### config.mk
export PLATFORM = sky130hd
export DESIGN_NAME = instr_feeder
export DESIGN_NICKNAME = d
export VERILOG_FILES = /design/src/rtl/instr_feeder_pkg.sv /design/src/rtl/feeder_prog_ram.sv /design/src/rtl/instr_feeder.sv
export SDC_FILE = /design/constraint.sdc
export NUM_CORES = 1
export LEC_CHECK = 0
export ABC_CLOCK_PERIOD_IN_PS = 3000
export CAP_MARGIN = 20
export CELL_PAD_IN_SITES_DETAIL_PLACEMENT = 1
export CELL_PAD_IN_SITES_GLOBAL_PLACEMENT = 2
export CORE_UTILIZATION = 44
export DETAILED_ROUTE_END_ITERATION = 10
export PLACE_DENSITY = 0.8
export SKIP_LAST_GASP = 1
export SYNTH_ARGS = -nofsm -noshare
export SYNTH_HDL_FRONTEND = slang
export SYNTH_SLANG_ARGS = --single-unit
### constraint.sdc
create_clock -name clk -period 3 [get_ports clk]
set_input_delay 0.6 -clock clk [delete_from_list [all_inputs] [get_ports clk]]
set_output_delay 0.6 -clock clk [all_outputs]
set_load 0.02 [all_outputs]
### src/rtl/instr_feeder_pkg.sv
`default_nettype none
// ============================================================================
//  Module      : instr_feeder_pkg
//  Description : Shared definitions for the instruction feeder.
//                - FSM state encoding (3-bit, explicit values)
//                - Opcode value that carries an immediate word (mvi). The
//                  processor decoder uses the same value.
//                - Halt marker word that stops execution
//                - Helper telling whether a state counts as Busy
//  Ports       : none (package)
//  Revision    : 1.0 - initial release
// ============================================================================
package instr_feeder_pkg;

   typedef logic [2:0] state_t;

   localparam state_t c_st_idle   = 3'd0;
   localparam state_t c_st_fetch  = 3'd1;
   localparam state_t c_st_issue  = 3'd2;
   localparam state_t c_st_imm    = 3'd3;
   localparam state_t c_st_wait   = 3'd4;
   localparam state_t c_st_halted = 3'd5;
   localparam state_t c_st_error  = 3'd6;

   // Opcode field value (word[15:13]) of the move-immediate instruction
   localparam logic [2:0]  c_op_mvi    = 3'b001;
   // Program terminator; never presented to the processor
   localparam logic [15:0] c_halt_word = 16'hFFFF;

   // Busy covers every state in which a program is being executed
   function automatic logic state_is_busy(input state_t s);
      return (s == c_st_fetch) || (s == c_st_issue) ||
             (s == c_st_imm)   || (s == c_st_wait);
   endfunction

endpackage
`default_nettype wire

### src/rtl/feeder_prog_ram.sv
`default_nettype none
// ============================================================================
//  Module      : feeder_prog_ram
//  Description : Program memory of the instruction feeder. Simple dual-port,
//                2**ADDR_W x DATA_W, synchronous write and synchronous read
//                (one cycle read latency). No reset on the array or on the
//                read register so it maps onto a block RAM.
//  Ports       : clk        in   clock
//                i_wr_en    in   write strobe
//                i_wr_addr  in   write address
//                i_wr_data  in   write data
//                i_rd_addr  in   read address (sampled on clk)
//                o_rd_data  out  data read from i_rd_addr of previous cycle
//  Revision    : 1.0 - initial release
// ============================================================================
module feeder_prog_ram #(
   parameter int DATA_W = 16,
   parameter int ADDR_W = 5
) (
   input  logic              clk,
   input  logic              i_wr_en,
   input  logic [ADDR_W-1:0] i_wr_addr,
   input  logic [DATA_W-1:0] i_wr_data,
   input  logic [ADDR_W-1:0] i_rd_addr,
   output logic [DATA_W-1:0] o_rd_data
);

   localparam int c_depth = 1 << ADDR_W;

   logic [DATA_W-1:0] r_mem [c_depth];
   logic [DATA_W-1:0] r_rd_data;

   always_ff @(posedge clk) begin
      if (i_wr_en) begin
         r_mem[i_wr_addr] <= i_wr_data;
      end
      r_rd_data <= r_mem[i_rd_addr];
   end

   assign o_rd_data = r_rd_data;

endmodule
`default_nettype wire

### src/rtl/instr_feeder.sv
`default_nettype none
// ============================================================================
//  Module      : instr_feeder
//  Description : Initiator side of the processor Run/Done handshake. Steps
//                through a small program memory, presents each word on o_din
//                with a one-cycle o_run pulse, follows an mvi with its
//                immediate word, and waits for i_done before moving on.
//                A halt word ends the program; a missing i_done ends it with
//                an error after TIMEOUT cycles.
//  Ports       : clk            in   clock, all state on rising edge
//                rst            in   asynchronous active-high reset
//                i_start        in   begin execution at address 0 (not busy)
//                i_abort        in   return to idle on next edge
//                i_wr_en        in   program load strobe (ignored when busy)
//                i_wr_addr      in   program load address
//                i_wr_data      in   program load data
//                i_done         in   processor completion flag
//                o_din          out  word presented to the processor
//                o_run          out  one-cycle instruction strobe
//                o_busy         out  program executing
//                o_halted       out  program ended on the halt word
//                o_error        out  program ended on a Done timeout
//                o_pc           out  address of the current instruction
//                o_instr_count  out  instructions completed since start
//  Revision    : 1.0 - initial release
// ============================================================================
module instr_feeder
   import instr_feeder_pkg::*;
#(
   parameter int                DATA_W    = 16,
   parameter int                ADDR_W    = 5,
   parameter int                TIMEOUT   = 64,
   parameter logic [2:0]        OP_MVI    = c_op_mvi,
   parameter logic [DATA_W-1:0] HALT_WORD = c_halt_word
) (
   input  logic              clk,
   input  logic              rst,
   input  logic              i_start,
   input  logic              i_abort,
   input  logic              i_wr_en,
   input  logic [ADDR_W-1:0] i_wr_addr,
   input  logic [DATA_W-1:0] i_wr_data,
   input  logic              i_done,
   output logic [DATA_W-1:0] o_din,
   output logic              o_run,
   output logic              o_busy,
   output logic              o_halted,
   output logic              o_error,
   output logic [ADDR_W-1:0] o_pc,
   output logic [15:0]       o_instr_count
);

   // Timeout counter only needs to hold TIMEOUT-1
   localparam int               c_to_w    = (TIMEOUT > 2) ? $clog2(TIMEOUT) : 1;
   localparam logic [c_to_w-1:0] c_to_last = c_to_w'(TIMEOUT - 2);

   state_t              r_state;
   state_t              w_next_state;

   logic [DATA_W-1:0]   r_din;
   logic [ADDR_W-1:0]   r_pc;
   logic [15:0]         r_count;
   logic [c_to_w-1:0]   r_to_cnt;
   logic                r_is_mvi;

   logic [ADDR_W-1:0]   w_rd_addr;
   logic [DATA_W-1:0]   w_rd_data;
   logic                w_word_is_halt;
   logic                w_word_is_mvi;
   logic                w_timeout;
   logic [ADDR_W-1:0]   w_pc_step;

   logic                w_run;
   logic                w_load_din;
   logic                w_busy;
   logic                w_halted;
   logic                w_error;

   // ------------------------------------------------------------------------
   // Program memory. FETCH reads mem[pc] so the word is on w_rd_data during
   // ISSUE; ISSUE reads mem[pc+1] so an mvi immediate is there during IMM.
   // Address arithmetic wraps naturally at ADDR_W bits.
   // ------------------------------------------------------------------------
   assign w_rd_addr = (r_state == c_st_issue) ? (r_pc + ADDR_W'(1)) : r_pc;

   feeder_prog_ram #(
      .DATA_W (DATA_W),
      .ADDR_W (ADDR_W)
   ) u_prog_ram (
      .clk       (clk),
      .i_wr_en   (i_wr_en & ~w_busy),
      .i_wr_addr (i_wr_addr),
      .i_wr_data (i_wr_data),
      .i_rd_addr (w_rd_addr),
      .o_rd_data (w_rd_data)
   );

   assign w_word_is_halt = (w_rd_data == HALT_WORD);
   assign w_word_is_mvi  = (w_rd_data[DATA_W-1 -: 3] == OP_MVI);
   assign w_timeout      = (r_to_cnt == c_to_last);
   assign w_pc_step      = r_is_mvi ? ADDR_W'(2) : ADDR_W'(1);

   // ------------------------------------------------------------------------
   // FSM: state register
   // ------------------------------------------------------------------------
   always_ff @(posedge clk or posedge rst) begin
      if (rst) begin
         r_state <= c_st_idle;
      end else begin
         r_state <= w_next_state;
      end
   end

   // ------------------------------------------------------------------------
   // FSM: next state. Abort overrides everything; Done is only looked at in
   // IMM and WAIT (the processor cannot finish while Run is high).
   // ------------------------------------------------------------------------
   always_comb begin
      w_next_state = r_state;
      if (i_abort) begin
         w_next_state = c_st_idle;
      end else begin
         case (r_state)
            c_st_idle, c_st_halted, c_st_error: begin
               if (i_start) begin
                  w_next_state = c_st_fetch;
               end
            end
            c_st_fetch: begin
               w_next_state = c_st_issue;
            end
            c_st_issue: begin
               if (w_word_is_halt) begin
                  w_next_state = c_st_halted;
               end else if (w_word_is_mvi) begin
                  w_next_state = c_st_imm;
               end else begin
                  w_next_state = c_st_wait;
               end
            end
            c_st_imm, c_st_wait: begin
               if (i_done) begin
                  w_next_state = c_st_fetch;
               end else if (w_timeout) begin
                  w_next_state = c_st_error;
               end else begin
                  w_next_state = c_st_wait;
               end
            end
            default: begin
               w_next_state = c_st_idle;
            end
         endcase
      end
   end

   // ------------------------------------------------------------------------
   // FSM: outputs. Run and the live DIN path come straight from the RAM read
   // register so the word is valid in the same cycle as the Run pulse.
   // Abort suppresses both so DIN freezes and Run stays low.
   // ------------------------------------------------------------------------
   always_comb begin
      w_run      = 1'b0;
      w_load_din = 1'b0;
      w_busy     = state_is_busy(r_state);
      w_halted   = 1'b0;
      w_error    = 1'b0;
      case (r_state)
         c_st_issue: begin
            if (!w_word_is_halt && !i_abort) begin
               w_run      = 1'b1;
               w_load_din = 1'b1;
            end
         end
         c_st_imm: begin
            w_load_din = !i_abort;
         end
         c_st_halted: begin
            w_halted = 1'b1;
         end
         c_st_error: begin
            w_error = 1'b1;
         end
         default: begin
            w_run = 1'b0;
         end
      endcase
   end

   // ------------------------------------------------------------------------
   // Datapath: DIN hold register, Pc, instruction count, timeout counter.
   // ------------------------------------------------------------------------
   always_ff @(posedge clk or posedge rst) begin
      if (rst) begin
         r_din    <= '0;
         r_pc     <= '0;
         r_count  <= '0;
         r_to_cnt <= '0;
         r_is_mvi <= 1'b0;
      end else begin
         if (w_load_din) begin
            r_din <= w_rd_data;
         end
         if (!i_abort) begin
            case (r_state)
               c_st_idle, c_st_halted, c_st_error: begin
                  if (i_start) begin
                     r_pc    <= '0;
                     r_count <= '0;
                  end
               end
               c_st_fetch: begin
                  // Cleared here so it reads zero on entry to ISSUE
                  r_to_cnt <= '0;
               end
               c_st_issue: begin
                  r_is_mvi <= w_word_is_mvi;
               end
               c_st_imm, c_st_wait: begin
                  if (i_done) begin
                     r_count <= r_count + 16'd1;
                     r_pc    <= r_pc + w_pc_step;
                  end else begin
                     r_to_cnt <= r_to_cnt + c_to_w'(1);
                  end
               end
               default: begin
                  r_is_mvi <= r_is_mvi;
               end
            endcase
         end
      end
   end

   assign o_din         = w_load_din ? w_rd_data : r_din;
   assign o_run         = w_run;
   assign o_busy        = w_busy;
   assign o_halted      = w_halted;
   assign o_error       = w_error;
   assign o_pc          = r_pc;
   assign o_instr_count = r_count;

endmodule
`default_nettype wire

==> metrics.yaml, run 1 <==
outcome:
  outcome: "finished, violations left"
  violations: "negative setup slack"
timing:
  tightestPinTransition_ns: 0.811
  hold_viol: 0
  relSlewSlack: 0.460
  period_share: 1.09
  skew_ns: 0.0251
  max_freq_ghz: 0.306
  fin_setup_tns_ns: -3.80
  rsz0062_at_grt: "true"
  period_needed_ns: 3.27
  finalSetupViolations: 16
  drv_slew: 0
  worst_slack_ns: -0.269
worst_setup_path:
  path_class: "flip-flop to output pin"
  startpoint_type: "flip-flop"
  critPathBufInv: 4
  worstPathArrival_ns: 2.67
  end_kind: "output pin"
  critical_path.max_fanout: 7
  cp.required_ns: 2.40
  crit_family: "simple AND/OR/NAND/NOR gates"
  max_stage_delay_ns: 0.35
  path_cells: "nand4_1 > nor4_2 > buf_4 > nand2b_1 > nand4_1 > buf_4 > buf_12 > mux2_4 > buf_6"
  worst_path_max_delay_cell: "nor4_2"
power:
  power_density_nw_per_um2: 725
  power_mw: 20.3
  peakVddDrop_v: 0.000621
  leakagePower_nw: 10.7
floorplanning:
  design.die.area_um2: 53800
  fp.dieH_um: 232
  coreArea_um2: 51800
  die_width_um: 232
  row_count: 83
  boundaryPins: 68
  floorplan.initialDensity: 0.449
route:
  drc: 0
  drt_wl_total_um: 62800
  drtIter0Drc: 1267
  wire_per_inst_um: 25.6
  ant_nets: 0
  first_pass_iters: 5
  vias: 14100
  avgViaCountPerCell: 5.76
clocking:
  clock-sinks: 575
  cts_hold_buf: 0
  cts-root-buf: "clkbuf_16"
  numCtsBuffers: 60
  cts.path.max_buffers: 3
  clkTransAtPathRegs_ns: 0.06
  cts_tree: "yes"
  cts-htree-levels: 2
  clock_latency_ns: 0.63
yosys:
  ys_ff_latch: 575
  synth_commonest_cells: "edfxtp_1 (512), nand2_1 (232), mux2i_1 (197), a21oi_1 (74), o22ai_1 (65)"
  syn_area_um2: 23300
  synthTopCellsByArea: "edfxtp_1 (66%), mux2i_1 (8.5%), dfrtp_1 (5.1%)"
  synth_top_area_frac: 0.661
  ys_types: 57
  synth_edf_count: 512
  ys.flop_type: "edfxtp_1"
  synth_nets: 1587
  ys_seq_area_frac: 0.725
  yosysMostFrequentCell: "edfxtp_1"
  ys_warn_count: 0
  yosys.area.top_type: "edfxtp_1"
  synthCells: 1553
  avgSynthCellArea_um2: 15.0
  async_flop_share: 0.0817
global_route:
  grt_pass1_wl_um: 92500
  grt_pass1_vias: 14800
  overflow: 0
  met1_usage: 0.310
  gr-usage-all-layers: 0.234
  grt_use_met2: 0.393
  grt_max_degree: 53
  grt-busiest-layer: "met2"
  antenna_found_initial: 0
  grtUsageMet3: 0.0344
run:
  max_cap_viol_count: 0
layout:
  n_antenna_cell: 0
  stdcell_count: 2453
  post-route-util: 0.540
  nNetsFinal: 1757
  fill_cells: 4901
  drive_gt1_frac: 0.177
  syn2layout_area_growth_pct: 20.2
placed_design:
  place.gp.congestion: 0.839
  dp.cells: 2330
  dp_worst_setup_slack_ns: -0.0880
  port_buffers: 67
  dp_hpwl_um: 38500
worst_hold_path:
  hold_path.class: "input port to async pin"
metrics by stage:
stage / cell area, um^2 / hold slack [ns]
2_1_floorplan: 23300 / 0.439
3_3_place_gp: 25800 / 0.473
3_5_place_dp: 25800 / 0.464
4_1_cts: 27900 / 0.391
5_1_grt: 28000 / 0.437
6_report: 28000 / 0.415
state kept, by name, summed over array words and instances (netlist names):
register and cells:
u_prog_ram.r_mem 512, o_instr_count 16, r_din 16, u_prog_ram.o_rd_data 16, r_to_cnt 6, o_pc 5
r_state 3, r_is_mvi 1
report_power, final:
group          total (mW)  internal, mW  switching (mW)
combinational        3.53          1.51            2.01
clock                7.63          4.50            3.12
sequential           9.15          9.01           0.134
layer usage:
metal / up-vias / share of wire
met1: 7339 / 0.43
met4: 0 / 0.028
li1: 6318 / -
met3: 95 / 0.049
met5: - / 0
met2: 367 / 0.49
worst register-to-register path, stage by stage, from the launching register on:
cell     delay (ns)
dfrtp_1        0.52
nor3b_4        0.13
xnor2_4        0.65
buf_12         0.34
mux2i_1        0.24
mux2i_1        0.14
o22ai_1        0.57
nor4_4         0.15
cells in the final DEF, fill, tap and decap left out, drive strengths merged, types with 2 or more instances in the layout:
| cell | n |
|---|---|
| a21oi | 74 |
| mux2 | 19 |
| and4bb | 2 |
| a21o | 2 |
| nand4 | 12 |
| bufinv | 7 |
| clkdlybuf4s50 | 49 |
| dfrtp | 47 |
| dfxtp | 16 |
| buf | 145 |
| nor2 | 62 |
| a32oi | 64 |
| and2 | 2 |
| o211ai | 2 |
| o31ai | 7 |
| clkinv | 22 |
| clkbuf | 78 |
| mux2i | 197 |
| ha | 6 |
| a31oi | 4 |
| or2 | 4 |
| nor3b | 3 |
| edfxtp | 512 |
| o21ai | 42 |
| nand2b | 8 |
| nand3 | 14 |
| o22ai | 65 |
| xnor2 | 4 |
| nor4 | 21 |
| nand2 | 233 |
| clkinvlp | 3 |
| inv | 16 |
| nor2b | 6 |
| nor3 | 4 |
| and3 | 6 |
| dlygate4sd2 | 2 |
| a22oi | 3 |
cells by family (layout without fill, tap and decap cells):
| kind of cell | Yosys count | in the layout | share of synthesized area |
|---|---|---|---|
| mux | 216 | 216 | 0.0941 |
| simple gates | 381 | 381 | 0.0772 |
| xor+xnor | 4 | 4 | 0.00296 |
| buf+inv | 102 | 322 | 0.0219 |
| fa+ha+maj | 7 | 7 | 0.00409 |
| compound gates | 268 | 268 | 0.0748 |
| flops | 575 | 575 | 0.725 |
final cells by class:
| cell class | count | area, um^2 | share of cell area |
|---|---|---|---|
| Tap cell | 680 | 851 | 0.0304 |
| Clock buffer | 77 | 1660 | 0.0592 |
| Multi-Input combinational cell | 876 | 6010 | 0.215 |
| Sequential cell | 575 | 16900 | 0.603 |
| Timing Repair Buffer | 197 | 2150 | 0.0770 |
| Inverter | 13 | 48.8 | 0.00174 |
| Clock inverter | 35 | 378 | 0.0135 |
worst paths after layout:
kind                                       endpoint               startpoint  depth (start not counted)  slack [ns]
setup reg to reg           u_prog_ram.o_rd_data[13]               r_state[2]                          7        0.11
hold reg to reg                         r_to_cnt[5]              r_to_cnt[5]                          1        0.48
min in group clk                        r_to_cnt[5]              r_to_cnt[5]                          1        0.48
max in group asynchronous          o_instr_count[7]                      rst                          3        1.99
setup / recovery                           o_din[5]  u_prog_ram.o_rd_data[5]                          9       -0.27
hold / removal                             r_din[4]                      rst                          2        0.41
timing repair:
| action | in CTS | in global routing |
|---|---|---|
| gates resized for setup | 103 | 6 |
| buffers inserted | 6 | 3 |
| pin swaps | 4 | 2 |
| hold endpoints to repair | 0 | 0 |
| endpoints found under the setup margin | 18 | 20 |
| cloned | 1 | 1 |
(Power assumes the default switching activity.)
==> inputs of run 2 (changes only) <==
GPL_TIMING_DRIVEN = 1   (was unset)
==> results of run 2 <==
Same layout as run 1: the final DEF is identical, and so are final timing and power.
==> inputs of run 3 (changes only) <==
HOLD_SLACK_MARGIN = 0.05   (was unset)
==> results of run 3 <==
Same layout as run 1: the final DEF is identical, and so are final timing and power.
